### src/rtl/nibble_serial_subtractor.sv
// nibble_serial_subtractor
// Multi-cycle WIDTH-bit subtractor: diff = a - b - bin, computed one 4-bit
// lookahead slice per clock, least significant nibble first, between a
// valid/ready producer and consumer.
// Optional feature macro: NIBBLE_SUB_SKID_EN -- lets DONE retire a result and
// accept new operands on the same edge (DONE -> BUSY), shortening the
// initiation interval from NIB+2 to NIB+1 cycles.
module nibble_serial_subtractor #(
  parameter int WIDTH = 16
) (
  input  logic             clk,
  input  logic             rst,
  input  logic             in_valid,
  output logic             in_ready,
  input  logic [WIDTH-1:0] a,
  input  logic [WIDTH-1:0] b,
  input  logic             bin,
  output logic             out_valid,
  input  logic             out_ready,
  output logic [WIDTH-1:0] diff,
  output logic             bout,
  output logic             zero,
  output logic             ovf
);

  localparam int NIB = WIDTH / 4;
  localparam int IW  = (NIB > 1) ? $clog2(NIB) : 1;
  localparam int MSB = WIDTH - 1;
  localparam logic [IW-1:0] LAST = IW'(NIB - 1);

  generate
    if ((WIDTH < 4) || ((WIDTH % 4) != 0)) begin : g_bad_width
      $error("nibble_serial_subtractor: WIDTH must be a multiple of 4 and at least 4");
    end
  endgenerate

  typedef enum logic [1:0] {IDLE, BUSY, DONE} state_t;

  state_t           state_reg, state_next;
  logic             ready_en_reg;   // low during reset, 1 from first clock after release
  logic [WIDTH-1:0] a_reg, b_reg, diff_reg, diff_next;
  logic             carry_reg;
  logic [IW-1:0]    idx_reg;
  logic             bout_reg, zero_reg, ovf_reg;
  logic             accept;

  logic [3:0] x_nib, y_nib, g, p, s;
  logic [4:0] c;

  // Select the current operand nibbles; b is inverted so the adder subtracts.
  always_comb begin
    x_nib = '0;
    y_nib = '0;
    for (int i = 0; i < NIB; i++) begin
      if (idx_reg == IW'(i)) begin
        x_nib = a_reg[4*i +: 4];
        y_nib = ~b_reg[4*i +: 4];
      end
    end
  end

  // 4-bit carry-lookahead slice; the carry here is the inverted borrow.
  always_comb begin
    g    = x_nib & y_nib;
    p    = x_nib ^ y_nib;
    c[0] = carry_reg;
    c[1] = g[0] | (p[0] & c[0]);
    c[2] = g[1] | (p[1] & g[0]) | (p[1] & p[0] & c[0]);
    c[3] = g[2] | (p[2] & g[1]) | (p[2] & p[1] & g[0]) | (p[2] & p[1] & p[0] & c[0]);
    c[4] = g[3] | (p[3] & g[2]) | (p[3] & p[2] & g[1]) | (p[3] & p[2] & p[1] & g[0])
         | (p[3] & p[2] & p[1] & p[0] & c[0]);
    s    = p ^ c[3:0];
  end

  // Merge the freshly computed nibble into the result at the current index.
  always_comb begin
    diff_next = diff_reg;
    for (int i = 0; i < NIB; i++) begin
      if (idx_reg == IW'(i)) begin
        diff_next[4*i +: 4] = s;
      end
    end
  end

  // State register.
  always_ff @(posedge clk or posedge rst) begin
    if (rst) begin
      state_reg <= IDLE;
    end else begin
      state_reg <= state_next;
    end
  end

  // Next-state logic and handshake outputs.
  always_comb begin
    state_next = state_reg;
    in_ready   = 1'b0;
    out_valid  = 1'b0;
    accept     = 1'b0;
    case (state_reg)
      IDLE: begin
        in_ready = ready_en_reg;
        accept   = in_valid & ready_en_reg;
        if (accept) begin
          state_next = BUSY;
        end
      end
      BUSY: begin
        if (idx_reg == LAST) begin
          state_next = DONE;
        end
      end
      DONE: begin
        out_valid = 1'b1;
`ifdef NIBBLE_SUB_SKID_EN
        // Retiring the result frees the datapath on the same edge.
        in_ready = out_ready;
        accept   = in_valid & out_ready;
        if (accept) begin
          state_next = BUSY;
        end else if (out_ready) begin
          state_next = IDLE;
        end
`else
        if (out_ready) begin
          state_next = IDLE;
        end
`endif
      end
      default: begin
        state_next = IDLE;
      end
    endcase
  end

  // Operand latch, nibble-serial datapath and final flag capture.
  always_ff @(posedge clk or posedge rst) begin
    if (rst) begin
      ready_en_reg <= 1'b0;
      a_reg        <= '0;
      b_reg        <= '0;
      diff_reg     <= '0;
      carry_reg    <= 1'b0;
      idx_reg      <= '0;
      bout_reg     <= 1'b0;
      zero_reg     <= 1'b0;
      ovf_reg      <= 1'b0;
    end else begin
      ready_en_reg <= 1'b1;
      if (accept) begin
        a_reg     <= a;
        b_reg     <= b;
        carry_reg <= ~bin;
        idx_reg   <= '0;
      end else if (state_reg == BUSY) begin
        diff_reg  <= diff_next;
        carry_reg <= c[4];
        idx_reg   <= idx_reg + IW'(1);
        if (idx_reg == LAST) begin
          // Flags are frozen here so they stay stable throughout DONE.
          bout_reg <= ~c[4];
          zero_reg <= (diff_next == '0);
          ovf_reg  <= (a_reg[MSB] != b_reg[MSB]) & (diff_next[MSB] != a_reg[MSB]);
        end
      end
    end
  end

  assign diff = diff_reg;
  assign bout = bout_reg;
  assign zero = zero_reg;
  assign ovf  = ovf_reg;

endmodule

### config.mk
export PLATFORM = sky130hd
export DESIGN_NAME = nibble_serial_subtractor
export DESIGN_NICKNAME = d
export VERILOG_FILES = /design/src/rtl/nibble_serial_subtractor.sv
export SDC_FILE = /design/constraint.sdc
export NUM_CORES = 1
export LEC_CHECK = 0
export BUFFER_PORTS_ARGS = -buffer_cell sky130_fd_sc_hd__buf_2
export CAP_MARGIN = 0
export CORE_MARGIN = 5
export CORE_UTILIZATION = 54
export DETAILED_ROUTE_END_ITERATION = 7
export PLACE_DENSITY_LB_ADDON = 0.1
export RECOVER_POWER = 50
export SETUP_SLACK_MARGIN = 0.2
export SLEW_MARGIN = 15
export SYNTH_ARGS = -nofsm -noshare
export SYNTH_HDL_FRONTEND = slang
export SYNTH_SLANG_ARGS = --single-unit
### constraint.sdc
create_clock -name clk -period 3.5 [get_ports clk]
set_clock_uncertainty 0.15 [all_clocks]
set_input_delay 1.05 -clock clk [delete_from_list [all_inputs] [get_ports clk]]
set_output_delay 1.05 -clock clk [all_outputs]
set_load 0.02 [all_outputs]
; Word-level counts from Yosys, hierarchy flattened
; Cells that the tools add are included.
[totals]
reg_bits = 57
in_bits = 37
elab_cells = 89
[op_classes]
add_sub_neg = 1
n_eq_ne = 10
muxes = 23
bitwise_logic = 38
n_reduce_logical = 7
[op_table]
columns = cell, count
row1 = $mux 4, 12
row2 = $and 1x1->1, 18
row3 = $logic_not 16->1, 1
row4 = $not 4->4, 4
row5 = $mux 2, 5
row6 = $or 1x1->1, 10
row7 = $xor 4x4->4, 2
row8 = $eq 2x2->1 const B, 3
row9 = $ne 2x2->1 const B, 3
row10 = $pmux 2 s3, 1
row11 = $reduce_and 3->1, 2
row12 = $mux 1, 5
row13 = $and 4x4->4, 1
row14 = $eq 2x1->1 const B, 2
row15 = $logic_not 2->1, 2
row16 = $not 1->1, 3
row17 = $add 2x1->2 const B, 1
row18 = $ne 1x1->1, 2
row19 = $reduce_and 2->1, 1
row20 = $reduce_bool 2->1, 1

; Longest topological paths before layout
; Gate-level depths: netlist of the first run.
[depth]
ltp_word = 14
ltp_mapped = 13
depth_no_buf = 11

; Worst setup path after synthesis of the first run
; Ideal clock, no wire load.
[synth_path]
kind = reg-to-reg
start = reg idx_reg[0]
end = reg ovf_reg (netlist: ovf)
setup_time_ns = 0.087
t_arrival_ns = 2.572
t_required_ns = 3.263
slack_ns = 0.691
path_stages_with_launch = 13
n_path_buf = 2
period_less_slack_ns = 2.809
cell_sequence = dfrtp_1 -> ha_1 -> buf_2 -> buf_6 -> nand3b_1 -> a21oi_1 -> a21oi_1 -> o21ai_0 -> ha_1 -> a211oi_1 -> o21ai_0 -> a311o_1 -> o211ai_1
[synth_via]
elab_chain_len = 14
word_cells_on_any_way = 27
classes_between = eq/ne (4) / mux (9) / bitwise (12) / reduce/logical (2)
[synth_lines]
columns = item, line
row1 = from (decl), 43  ; logic [IW-1:0] idx_reg;
row2 = from (signal assigned), 158  ; idx_reg <= idx_reg + IW'(1);
row3 = $logic_not 2->1, 55  ; if (idx_reg == IW'(i)) begin
row4 = $mux 4 (4 in series), 55
row5 = $xor 4x4->4 / $and 4x4->4 (equally long branches), "65, 64"
row6 = $and 1x1->1, 69  ; c[3] = g[2] | (p[2] & g[1]) | (p[2] & p[1] & g[0]) | (p[2] & p[1] & p[0] & c[0]);
row7 = $or 1x1->1 / $and 1x1->1 (equally long branches) (2 in series), 69
row8 = $or 1x1->1, 69
row9 = $xor 4x4->4, 72  ; s = p ^ c[3:0];
row10 = $mux 4, 79  ; if (idx_reg == IW'(i)) begin
row11 = $ne 1x1->1, 163  ; ovf_reg <= (a_reg[MSB] != b_reg[MSB]) & (diff_next[MSB] != a_reg[MSB]);
row12 = $and 1x1->1, 163
row13 = to (signal assigned), 163
row14 = to (decl), 44  ; logic bout_reg, zero_reg, ovf_reg;
; Parallel ways exist; a longest one is shown, timed or not.
; A chain may end at the register's enable or synchronous reset.

; Final worst setup path of the first run
[layout_path]
start = reg idx_reg[0]
end = reg zero_reg (netlist: zero)
[layout_via]
elab_chain_len = 13
word_cells_on_any_way = 36
classes_between = eq/ne (3) / mux (12) / bitwise (18) / reduce/logical (3)
[layout_lines]
columns = item, line
row1 = $logic_not 2->1, "55, 79"
row2 = $mux 4 (4 in series), 55
row3 = $xor 4x4->4 / $and 4x4->4 (equally long branches), "65, 64"
row4 = $and 1x1->1, 69
row5 = $or 1x1->1 / $and 1x1->1 (equally long branches) (2 in series), 69
row6 = $or 1x1->1, 69
row7 = $xor 4x4->4, 72
row8 = $mux 4, 79
row9 = $logic_not 16->1, 162  ; zero_reg <= (diff_next == '0);
row10 = to (signal assigned), 162
row11 = to (decl), 44
; Parallel ways exist; a longest one is shown, timed or not.

==> impl_metrics.tcl, run 1 <==
set metrics [dict create \
    status "completed" \
    worst_hold_path.endpoint "b_reg[13]" \
    hold_class "reg -> reg" \
    final-setup-viol-count 0 \
    placedCellCount 421 \
    routedWlPerCell_um 13.9 \
    reg2reg_slack_ps 520 \
    dr.max_layer_used "met4" \
    grt_pass1_vias 2235 \
    final_common_cell "nand2_1" \
    grt_pass1_wl_um 10200 \
    seqPwrFrac_pct 32.4 \
    die_h_um 81.0 \
    required_ps 3580 \
    worst-path-max-fanout 6 \
    leakagePower_nw 1.68 \
    clockRootBuffer "clkbuf_8" \
    crit_start "idx_reg[0]" \
    synth_cell_types 38 \
    wl_met2_um 2880 \
    synth_nets 352 \
    critPathLaunchType "flop" \
    worst-slew-pin-transition_ps 1310 \
    finalMaxSlewViolations 0 \
    arrival_ps 3060 \
    maxCapViolCount 0 \
    p_switching_mw 1.61 \
    stdcell_count 437 \
    reg2reg_depth 11 \
    cts_buffer_depth 2 \
    rsz0062_at_grt "no" \
    dieWidth_um 81.0 \
    crit_type "reg -> reg" \
    pwr_density_cell_mw_per_mm2 1100 \
    drive_gt1_share_pct 23.0 \
    swShare_pct 44.7 \
    area_delta_synth_final_pct 19.7 \
    antenna_found_initial 0 \
    die_area_sq_mm 0.00655 \
    netlist_area_sq_mm 0.00272 \
    finalWirelength_um 6080 \
    mostFrequentLayoutCells "nand2_1, dfrtp_1, buf_2" \
    core_area_sq_mm 0.00482 \
    cts.clk_slew.worst_paths_ps 70 \
    clkPwrFrac_pct 15.1 \
    grt_usage_pct 20.5 \
    clk-insertion-delay-late_ps 330 \
    cts_tree "done" \
    fin_setup_tns_ps 0 \
    slew_headroom_pct 12.5 \
    post-route-period-util_pct 85.0 \
    start_util_pct 56.4 \
    n_antenna_cell 0 \
    min_path_cells 2 \
    pin_count 58 \
    drc 0 \
    critical_path.endpoint_type "flop" \
    yosys_warnings 0 \
    met3WireLength_um 324 \
    internal_power_mw 1.99 \
    fin_crit_ps 2980 \
    firstDrtPassIters 4 \
    n_fill_cell 433 \
    fmax_mhz 336 \
    peakVddDrop_mv 0.558 \
    synthFlopType "dfrtp_1" \
    syn_area_per_cell_sq_um 8.89 \
    antenna_left 0 \
    nets 411 \
    syn-instance-count 306 \
    ys_seq_area_share_pct 52.5 \
    viasPerCell 5.21 \
    grt_max_degree 38 \
    combinationalPowerShare_pct 52.5 \
    hold_path_startpoint "b_reg[13]" \
    gp_congestion 0.853 \
    cts-hold-fix-buffers 0 \
    cts.sinks 57 \
    hpwl_um 4380 \
    grt-ovfl-total 0 \
    r2r-start "idx_reg[0]" \
    cts_max_level 3 \
    ys_ff_latch 57 \
    synth_edf_count 0 \
    finalHoldViolCount 0 \
    synthArstFlopShare_pct 100 \
    r2r-end "zero" \
    num_rows 25 \
    cts_buffers 9 \
    io_buffers 57 \
    wl_met1_um 2780 \
    dr_total_vias 2278 \
    drt_iter0_markers 110 \
]
## repair_timing
| action | 4_1_cts | 5_1_grt |
|---|---|---|
| resized for setup | 1 | 5 |
| setup endpoints to repair | 1 | 4 |
| setup buffers | 0 | 0 |
## cell type report
| cell class | count | area (sq um) | area share (%) |
|---|---|---|---|
| Timing Repair Buffer | 63 | 318 | 9.76 |
| Multi-Input combinational cell | 225 | 1220 | 37.5 |
| Tap cell | 67 | 83.8 | 2.57 |
| Clock inverter | 3 | 15.0 | 0.461 |
| Sequential cell | 57 | 1430 | 43.8 |
| Clock buffer | 13 | 159 | 4.88 |
| Inverter | 9 | 33.8 | 1.04 |
## per-layer routing
metal  global-route usage [%]  up-vias
li1                         -     1129
met4                     7.60        0
met3                     5.99       12
met1                     25.6     1079
met2                     33.7       58
met5                        0        -
## worst max-delay path by stage
stage | to | slack, ps
2_1_floorplan | ovf | 690
3_3_place_gp | zero | 380
3_5_place_dp | zero | 200
4_1_cts | zero | 370
5_1_grt | zero | 270
6_report | zero | 520
## critical path, cell delays in order (launching register included)
cell,delay (ps)
dfrtp_1,450
inv_1,120
ha_1,290
buf_4,200
nand3b_1,80
a21oi_1,180
a21oi_1,60
o21ai_0,260
ha_1,340
xnor2_2,270
o211ai_1,160
o41ai_2,310
## cells by family (layout without fill, tap and decap cells)
family                   count (synthesis)  after routing  share of synthesized area [%]
AND/OR/NAND/NOR                        151            151                           23.2
flip-flops                              57             57                           52.5
AO/OA/AOI/OAI                           56             56                           12.7
buffers and inverters                   24             88                           4.14
adder cells (fa/ha/maj)                  9              9                           4.42
multiplexers                             5              5                           2.02
XOR/XNOR                                 3              3                          0.967
other                                    1              1                          0.138
## synthesized netlist by cell type (all sizes together) (2+ instances only)
cell type / count / share of area [%]
ha: 8 / 3.7
clkbuf: 6 / 0.83
inv: 9 / 1.2
nand2: 122 / 17
nand3b: 5 / 1.4
buf: 9 / 2.1
a21o: 2 / 0.55
a221oi: 3 / 0.97
a211o: 3 / 0.97
o22ai: 2 / 0.46
xnor2: 2 / 0.64
dfrtp: 57 / 52
a21oi: 9 / 1.7
nor2: 10 / 1.5
nand2b: 4 / 0.92
nand3: 2 / 0.37
mux2: 4 / 1.7
o21ai: 29 / 5.3
nor4: 3 / 0.69
o211ai: 3 / 0.83
## power groups by stage
stage / combinational (mW) / clock [mW] / sequential (mW)
floorplan: 1.26 / 0 / 1.24
global placement: 1.79 / 0 / 1.17
detailed placement: 1.84 / 0 / 1.17
CTS: 1.85 / 0.548 / 1.16
global route: 2.14 / 0.581 / 1.20
finish: 1.89 / 0.541 / 1.16
## through the flow
stage | worst slack, ps | hold WS, ps | instance area (sq um) | util, % | power [mW]
2_1_floorplan | 691 | 290 | 2720 | - | 2.50
3_3_place_gp | 385 | 307 | 3070 | 63.7 | 2.96
3_5_place_dp | 196 | 312 | 3070 | 63.7 | 3.01
4_1_cts | 366 | 332 | 3250 | 67.4 | 3.56
5_1_grt | 275 | 348 | 3260 | 67.6 | 3.92
6_report | 524 | 325 | 3260 | 67.6 | 3.59
Power figures use the tool's default switching activity.
==> run 2, diff against run 1 <==
--- a/config.mk
+++ b/config.mk
@@ -5,10 +5,11 @@
 export SDC_FILE = /design/constraint.sdc
 export NUM_CORES = 1
 export LEC_CHECK = 0
+export ABC_AREA = 1
 export BUFFER_PORTS_ARGS = -buffer_cell sky130_fd_sc_hd__buf_2
 export CAP_MARGIN = 0
 export CORE_MARGIN = 5
-export CORE_UTILIZATION = 54
+export CORE_UTILIZATION = 55
 export DETAILED_ROUTE_END_ITERATION = 7
 export PLACE_DENSITY_LB_ADDON = 0.1
 export RECOVER_POWER = 50
==> run 2 against run 1 <==
Net effect: clock power rose by 8.3%; final area up 8.5%; worst hold slack better by 0.77 ps; combinational power is 22% higher; first-iteration DRC count is 41% higher; critical path depth increased by 6.
==> impl_metrics.tcl, run 2 <==
set metrics [dict create \
    status "completed" \
    grt_pass1_wl_um 10900 \
    synth_nets 356 \
    synthTopCellsByArea "dfrtp_1, mux2_4, nand2_1" \
    syn-instance-count 310 \
    drc 0 \
    synthTopCellsByCount "nand2_1, dfrtp_1, o21ai_0" \
    setup_ws_ps 414 \
    dieWidth_um 83.6 \
    critPathLaunchType "flop" \
    nets 420 \
    drive_gt1_share_pct 29.6 \
    cts_buffer_depth 2 \
    maxCapViolCount 0 \
    seqPwrFrac_pct 29.3 \
    antenna_left 0 \
    grt_usage_pct 19.5 \
    leakagePower_nw 1.83 \
    worst_hold_path.endpoint "bout" \
    start_util_pct 57.6 \
    die_area_sq_mm 0.00699 \
    hpwl_um 4800 \
    viasPerCell 5.31 \
    cts_buffers 9 \
    grt-ovfl-total 0 \
    cts.clk_slew.worst_paths_ps 70 \
    r2r-start "idx_reg[0]" \
    peakVddDrop_mv 0.460 \
    combinationalPowerShare_pct 56.4 \
    die_h_um 83.6 \
    p_switching_mw 1.86 \
    post-route-period-util_pct 88.2 \
    clkPwrFrac_pct 14.4 \
    final_common_cell "nand2_1" \
    worst-path-max-fanout 11 \
    synthArstFlopShare_pct 100 \
    rsz0062_at_grt "no" \
    routedWlPerCell_um 14.6 \
    reg2reg_slack_ps 410 \
    cts-hold-fix-buffers 0 \
    cts_max_level 3 \
    finalHoldViolCount 0 \
    swShare_pct 45.6 \
    worst-slew-pin-transition_ps 1140 \
    area_delta_synth_final_pct 18.6 \
    internal_power_mw 2.22 \
    clockRootBuffer "clkbuf_8" \
    io_buffers 57 \
    yosysMostFrequentCell "nand2_1" \
    cts.sinks 57 \
    yosys_warnings 0 \
    num_rows 26 \
    synthFlopType "dfrtp_1" \
    final-setup-viol-count 0 \
    finalWirelength_um 6540 \
    placedCellCount 429 \
    reg2reg_depth 17 \
    fmax_mhz 324 \
    synth_edf_count 0 \
    dpl_cell_area_sq_mm 0.00333 \
    fin_setup_tns_ps 0 \
    netlist_area_sq_mm 0.00298 \
    max_stage_delay_ps 430 \
    firstDrtPassIters 4 \
    syn_area_per_cell_sq_um 9.61 \
    required_ps 3580 \
    antenna_found_initial 0 \
    crit_slowest_cell "dfrtp_1" \
    arrival_ps 3170 \
    pin_count 58 \
    mostFrequentLayoutCells "nand2_1, dfrtp_1, buf_2" \
    hold_path_startpoint "bout" \
    r2r-end "zero" \
    stdcell_count 449 \
    dp_slack_ps 287 \
    finalMaxSlewViolations 0 \
    fin_crit_ps 3090 \
    ys_ff_latch 57 \
    cp_common_cell "nand2_1" \
    core_area_sq_mm 0.00517 \
    crit_type "reg -> reg" \
    synth_cell_types 29 \
    dr_total_vias 2383 \
    finalPower_mw 4.07 \
    n_antenna_cell 0 \
    clk-insertion-delay-late_ps 330 \
    cts_tree "done" \
    min_path_cells 2 \
    synth_area_leader_cell "dfrtp_1" \
    grt_pass1_vias 2332 \
    synth_top_area_share_pct 47.9 \
    grt_max_degree 31 \
    path_cells "inv_1, ha_2, buf_4, a21oi_1, nand2_1, o211ai_1, o21ai_0, ha_1, or2_1, nand2_1, nand2_1, nand2_1, nand2_1, o21ai_1, nor2_1, nand3_1, nand2_1" \
    final_core_util_pct 68.3 \
    slew_headroom_pct 24.1 \
    ys_seq_area_share_pct 47.9 \
    crit_start "idx_reg[0]" \
    hold_class "reg -> reg" \
    fin_area_sq_mm 0.00353 \
    gp_congestion 0.887 \
    pwr_density_cell_mw_per_mm2 1150 \
    drt_iter0_markers 155 \
    critical_path.endpoint_type "flop" \
    hold_slack_ps 326 \
]
[run 2: changes by cell type after synthesis, sizes merged, moves of 5 or more]
cell,change
nand2,-52
mux2,+24
nand3,+21
inv,+15
o21ai,+7
or2,+7
nand3b,-5
[run 2: cell type report]
type,instances,area (sq um)
repair buffers,66,365
flip-flops and latches,57,1430
fillers,412,1640
inverters,24,93.8
well taps,70,87.6
clock inverters,2,10.0
multi-input cells,216,1370
clock buffers,14,183
[run 2: how the worst max path moves through the flow]
stage           end  slack (ps)  cells past startpoint
6_report       zero         410                     17
5_1_grt        zero         200                     18
4_1_cts        zero         280                     17
3_5_place_dp   zero         290                     17
3_3_place_gp   zero         420                     17
2_1_floorplan  zero         750                     16
[run 2: logic make-up (layout without fill, tap and decap cells)]
kind of cell               Yosys count  after routing  synth area share (%)
and+or+nand+nor                    118            118                  17.4
AOI/OAI and AO/OA                   60             60                  10.9
DFF                                 57             57                  47.9
buffers and inverters               37            106                  5.59
muxes                               28             28                  14.1
adders and majority gates            9              9                  4.03
other                                1              1                 0.126
[run 2: worst max-delay path, delay by kind of cell (launching register included)]
family	cells	cell delay, ps
AO/OA/AOI/OAI	4	550
adder cells (fa/ha/maj)	2	640
buffers and inverters	2	320
flip-flops	1	430
AND/OR/NAND/NOR	9	870
[run 2: per-layer routing]
| metal | vias up | wire (um) | GRT usage [%] |
|---|---|---|---|
| li1 | 1173 | - | - |
| met5 | - | 0 | 0 |
| met3 | 17 | 410 | 4.34 |
| met1 | 1108 | 3000 | 25.9 |
| met4 | 0 | 165 | 10.8 |
| met2 | 85 | 2960 | 29.4 |
[run 2: repair_timing]
action                                  4_1_cts  5_1_grt
endpoints found under the setup margin        0        6
setup buffers                                 0        4
resized for setup                             0        5
[run 2: power by group through the flow]
stage / logic, mW / clock network [mW] / registers (mW)
2_1_floorplan: 1.68 / 0 / 1.24
3_3_place_gp: 2.22 / 0 / 1.19
3_5_place_dp: 2.25 / 0 / 1.20
4_1_cts: 2.28 / 0.596 / 1.19
5_1_grt: 2.59 / 0.625 / 1.23
6_report: 2.30 / 0.586 / 1.19
